[src/rtl/uart_tx_drain.sv]
// rtl/uart_tx_drain.sv - pops bytes from the upstream FIFO and shifts each out as an 8N1 UART frame
module uart_tx_drain #(
    parameter int CLKS_PER_BIT = 868,
    parameter int DATA_BITS    = 8
) (
    input  logic                 clk,
    input  logic                 reset_n,
    input  logic                 tx_en,
    input  logic                 fifo_empty,
    input  logic [DATA_BITS-1:0] fifo_dout,
    output logic                 fifo_deq,
    output logic                 tx,
    output logic                 busy
);
    localparam int CW = (CLKS_PER_BIT > 1) ? $clog2(CLKS_PER_BIT) : 1;
    localparam int IW = (DATA_BITS > 1) ? $clog2(DATA_BITS) : 1;

    typedef enum logic [2:0] {
        IDLE  = 3'd0,
        DEQ   = 3'd1,
        LATCH = 3'd2,
        START = 3'd3,
        DATA  = 3'd4,
        STOP  = 3'd5
    } state_t;

    state_t               state, state_nx;
    logic [CW-1:0]        baud_cnt;
    logic [IW-1:0]        bit_idx;
    logic [DATA_BITS-1:0] shift_reg;
    logic                 tx_nx, deq_nx;
    logic                 baud_tc, last_bit, in_bit;

    assign baud_tc  = (baud_cnt == CW'(CLKS_PER_BIT - 1));
    assign last_bit = (bit_idx == IW'(DATA_BITS - 1));
    assign in_bit   = (state == START) || (state == DATA) || (state == STOP);
    assign busy     = (state != IDLE);

    always_ff @(posedge clk or negedge reset_n) begin
        if (!reset_n) begin
            state <= IDLE;
        end else begin
            state <= state_nx;
        end
    end

    always_comb begin
        state_nx = state;
        case (state)
            IDLE:    if (tx_en && !fifo_empty) state_nx = DEQ;
            DEQ:     state_nx = LATCH;
            LATCH:   state_nx = START;
            START:   if (baud_tc) state_nx = DATA;
            DATA:    if (baud_tc && last_bit) state_nx = STOP;
            STOP:    if (baud_tc) state_nx = IDLE;
            default: state_nx = IDLE;
        endcase
    end

    // Next values of the registered line and pop request.
    always_comb begin
        tx_nx  = tx;
        deq_nx = 1'b0;
        case (state)
            IDLE: begin
                tx_nx  = 1'b1;
                deq_nx = tx_en && !fifo_empty;
            end
            LATCH:   tx_nx = 1'b0;
            START:   if (baud_tc) tx_nx = shift_reg[0];
            DATA:    if (baud_tc) tx_nx = last_bit ? 1'b1 : shift_reg[1];
            STOP:    tx_nx = 1'b1;
            default: tx_nx = 1'b1;
        endcase
    end

    always_ff @(posedge clk or negedge reset_n) begin
        if (!reset_n) begin
            tx        <= 1'b1;
            fifo_deq  <= 1'b0;
            baud_cnt  <= '0;
            bit_idx   <= '0;
            shift_reg <= '0;
        end else begin
            tx       <= tx_nx;
            fifo_deq <= deq_nx;
            baud_cnt <= (in_bit && !baud_tc) ? baud_cnt + CW'(1) : '0;
            if (state == LATCH) begin
                shift_reg <= fifo_dout;
            end else if (state == DATA && baud_tc) begin
                shift_reg <= shift_reg >> 1;
            end
            if (state == START && baud_tc) begin
                bit_idx <= '0;
            end else if (state == DATA && baud_tc && !last_bit) begin
                bit_idx <= bit_idx + IW'(1);
            end
        end
    end
endmodule

[config.mk]
export PLATFORM = sky130hd
export DESIGN_NAME = uart_tx_drain
export DESIGN_NICKNAME = d
export VERILOG_FILES = /design/src/rtl/uart_tx_drain.sv
export SDC_FILE = /design/constraint.sdc
export NUM_CORES = 1
export LEC_CHECK = 0
export CORE_ASPECT_RATIO = 2
export CORE_UTILIZATION = 49
export DETAILED_ROUTE_END_ITERATION = 10
export GPL_TIMING_DRIVEN = 0
export PLACE_DENSITY_LB_ADDON = 0.05
export SLEW_MARGIN = 10
export SYNTH_ARGS = -nofsm -noshare
export SYNTH_HDL_FRONTEND = slang
export SYNTH_SLANG_ARGS = --single-unit
[constraint.sdc]
create_clock -name clk -period 1.9 [get_ports clk]
set_input_delay 0.38 -clock clk [delete_from_list [all_inputs] [get_ports clk]]
set_output_delay 0.38 -clock clk [all_outputs]
set_load 0.005 [all_outputs]
==> qor.csv <==
stage,metric,value,unit
outcome,run status,completed,
synthesis,Synth async-reset ratio,1.00,
cells_and_area,ANT cells,0,
cts,"Reg clk slew, reported paths",90,ps
die,Top Ports,15,
sta,worst rel slew slack,0.611,
grt,vias in the first global route,1023,
grt,initial antenna violation count,0,
die,core area,2540,um2
routing,top sig layer,met4,
placement,DP HPWL,1.94,mm
setup_path,crit path max fanout,5,
setup_path,CP startpoint kind,register,
synthesis,Yosys cell types,40,
cells_and_area,layout cells sized above 1,0.182,
cts,CTS tree,done,
cts,clock buffer count from CTS,3,
synthesis,post-synthesis sequential area ratio,0.506,
routing,met2 WL post-DR,1.70,mm
cells_and_area,fillcell total,231,
placement,# port buffers,14,
routing,average wire per standard cell,15.4,um
cells_and_area,final core occ,0.648,
die,DIE AREA,2850,um2
grt,largest net degree at the start of global routing,27,
power,pwr/cell area,971,nW/um2
synthesis,area of the mapped netlist,1290,um2
power,Pwr Total,1.60,mW
routing,DR WL met3,58,um
synthesis,most frequent cell after synthesis,dfrtp_1,
setup_path,arrival time worst endpoint,2050,ps
cts,clock root cell,clkbuf_8,
cells_and_area,max reg flops,10,
cts,worst skew pair latency,270,ps
sta,RSZ-0062 raised after global routing,true,
cells_and_area,fin nets,170,
sta,Worst Skew,2.52,ps
flow_run,max cap viols,0,
routing,post-route ant nets,0,
sta,setup violators final,0,
routing,WL final,2.80,mm
die,Vert. Die Dim,74.5,um
synthesis,ranking of synthesized cells by area,"dfrtp_1 49%, nor2_1 6.4%, xnor2_1 4.1%, mux2i_1 3.1%, ha_1 2.9%",
synthesis,most frequent cells after synthesis,"25 x dfrtp_1, 22 x nor2_1, 9 x nand2_1",
grt,total gr overflow,0,
routing,DR pass1 iterations,4,
sta,Final period util,0.997,
synthesis,syn nets,142,
routing,1st-iter DRT viols,26,
routing,routed vias,1013,
routing,M1 WL,1.01,mm
die,Die W,38.3,um
cts,CTS Buffer Depth,2,
sta,worst slew pin tran,581,ps
synthesis,Synth top area share,0.485,
sta,highest clock rate,0.528,GHz
routing,via/cell ratio,5.57,
synthesis,Main synth FF type,dfrtp_1,
hold_path,min-delay worst type,input pin to async pin,
sta,final worst path period need,1890,ps
sta,"Slew Viols, Final",0,
setup_path,CP Capture Type,register,
synthesis,number of synthesized flops with an enable pin,0,
synthesis,"area leader, netlist",dfrtp_1,
cells_and_area,Area Growth Syn to Fin,27.6,%
setup_path,crit path kind,register to register,
synthesis,Yosys reg bits,26,
placement,GPL Wtd Cong,0.751,
cts,H-tree depth,1,
synthesis,yosys synthesis warning count,0,
die,Starting Density,0.508,
setup_path,CP required,2050,ps
die,FP Rows,26,
grt,first-pass GRT wire length,4.35,mm
routing,drt drc,0,
cts,CTS Sinks,26,
power,Peak VDD IR,0.000915,V
synthesis,Synth Instances,127,
sta,Final Hold Fails,0,
grt,GRT Util Overall,0.214,
power,Pleak,0.734,nW
synthesis,Post-Syn Area per Cell,10.1,um2
[stage by stage]
stage | hold WS, ps | std cells | setup WS (ps) | area [um2] | TNS [ps]
after CTS | 497 | 176 | -13.1 | 1580 | -13.1
after global placement | 463 | 169 | -127 | 1460 | -754
after floorplan | 84.4 | 127 | 83.2 | 1290 | 0
after global routing | 148 | 182 | -56.5 | 1640 | -168
final | 95.4 | 182 | 6.08 | 1640 | 0
after detailed placement | 475 | 169 | -175 | 1460 | -1300
[cell usage in the layout (no fill, tap or decap), types with 3 or more instances in the layout]
cell / Yosys / routed
nand2_1: 9 / 8
a21oi_1: 4 / 4
inv_1: 3 / 3
nand3_1: 4 / 4
dfrtp_1: 25 / 25
xnor2_1: 6 / 6
a22o_1: 3 / 3
buf_4: 1 / 8
mux2i_1: 4 / 4
o21ai_0: 5 / 5
clkdlybuf4s50_1: 0 / 12
nor2_1: 22 / 22
clkbuf_8: 0 / 3
buf_6: 1 / 3
[final cells by class]
| type | count | area, um2 | area share |
|---|---|---|---|
| clock inverter | 1 | 30.0 | 0.0183 |
| tap | 28 | 35.0 | 0.0213 |
| sequential | 26 | 652 | 0.396 |
| buffer | 5 | 41.3 | 0.0251 |
| inverter | 3 | 11.3 | 0.00685 |
| multi-input combinational | 93 | 631 | 0.384 |
| timing repair buffer | 23 | 203 | 0.123 |
| clock buffer | 3 | 41.3 | 0.0251 |
[worst max-delay path, stage by stage, from the launching register on]
cell,delay [ps]
dfrtp_1,420
ha_4,170
nand4b_1,180
buf_4,200
nor4_4,290
buf_6,180
nor3_2,50
a221o_1,280
[path summary, 6_finish.rpt]
check | start | endpoint | slack (ps) | depth (start not counted)
min in group clk | shift_reg[4] | shift_reg[4] | 490 | 1
setup / recovery | baud_cnt[0] | shift_reg[3] | 6 | 7
hold reg to reg | shift_reg[4] | shift_reg[4] | 490 | 1
setup reg to reg | baud_cnt[0] | shift_reg[3] | 6 | 7
hold / removal | reset_n | state[2] | 100 | 1
max in group asynchronous | reset_n | tx | 1430 | 1
[per-layer routing]
layer  track usage  up-vias
met1         0.209      501
met5             0        -
li1              -      500
met3        0.0179        2
met4        0.0595        0
met2         0.435       10
[what timing repair did]
action                     in CTS  in global routing
pin swaps                       3                  4
gates cloned                    0                  1
setup buffers                   3                  5
hold buffers                    0                  0
gates resized for setup         8                  5
setup endpoints to repair      11                 17
[cell families (layout without fill, tap and decap cells)]
kind of cell / Yosys count / in the layout / share of synthesized area
xor+xnor: 8 / 8 / 0.0544
buf+inv: 8 / 35 / 0.0330
simple gates: 55 / 55 / 0.218
mux: 5 / 5 / 0.0398
compound gates: 22 / 22 / 0.119
fa+ha+maj: 3 / 3 / 0.0291
flops: 26 / 26 / 0.506
[report_power, final]
| part | switching [mW] | internal (mW) | leakage [nW] | total [mW] |
|---|---|---|---|---|
| logic | 0.164 | 0.197 | 0.381 | 0.360 |
| registers | 0.109 | 0.672 | 0.318 | 0.781 |
| clock network | 0.174 | 0.282 | 0.0357 | 0.456 |
| total | 0.447 | 1.15 | 0.734 | 1.60 |
Power figures use the tool's default switching activity.
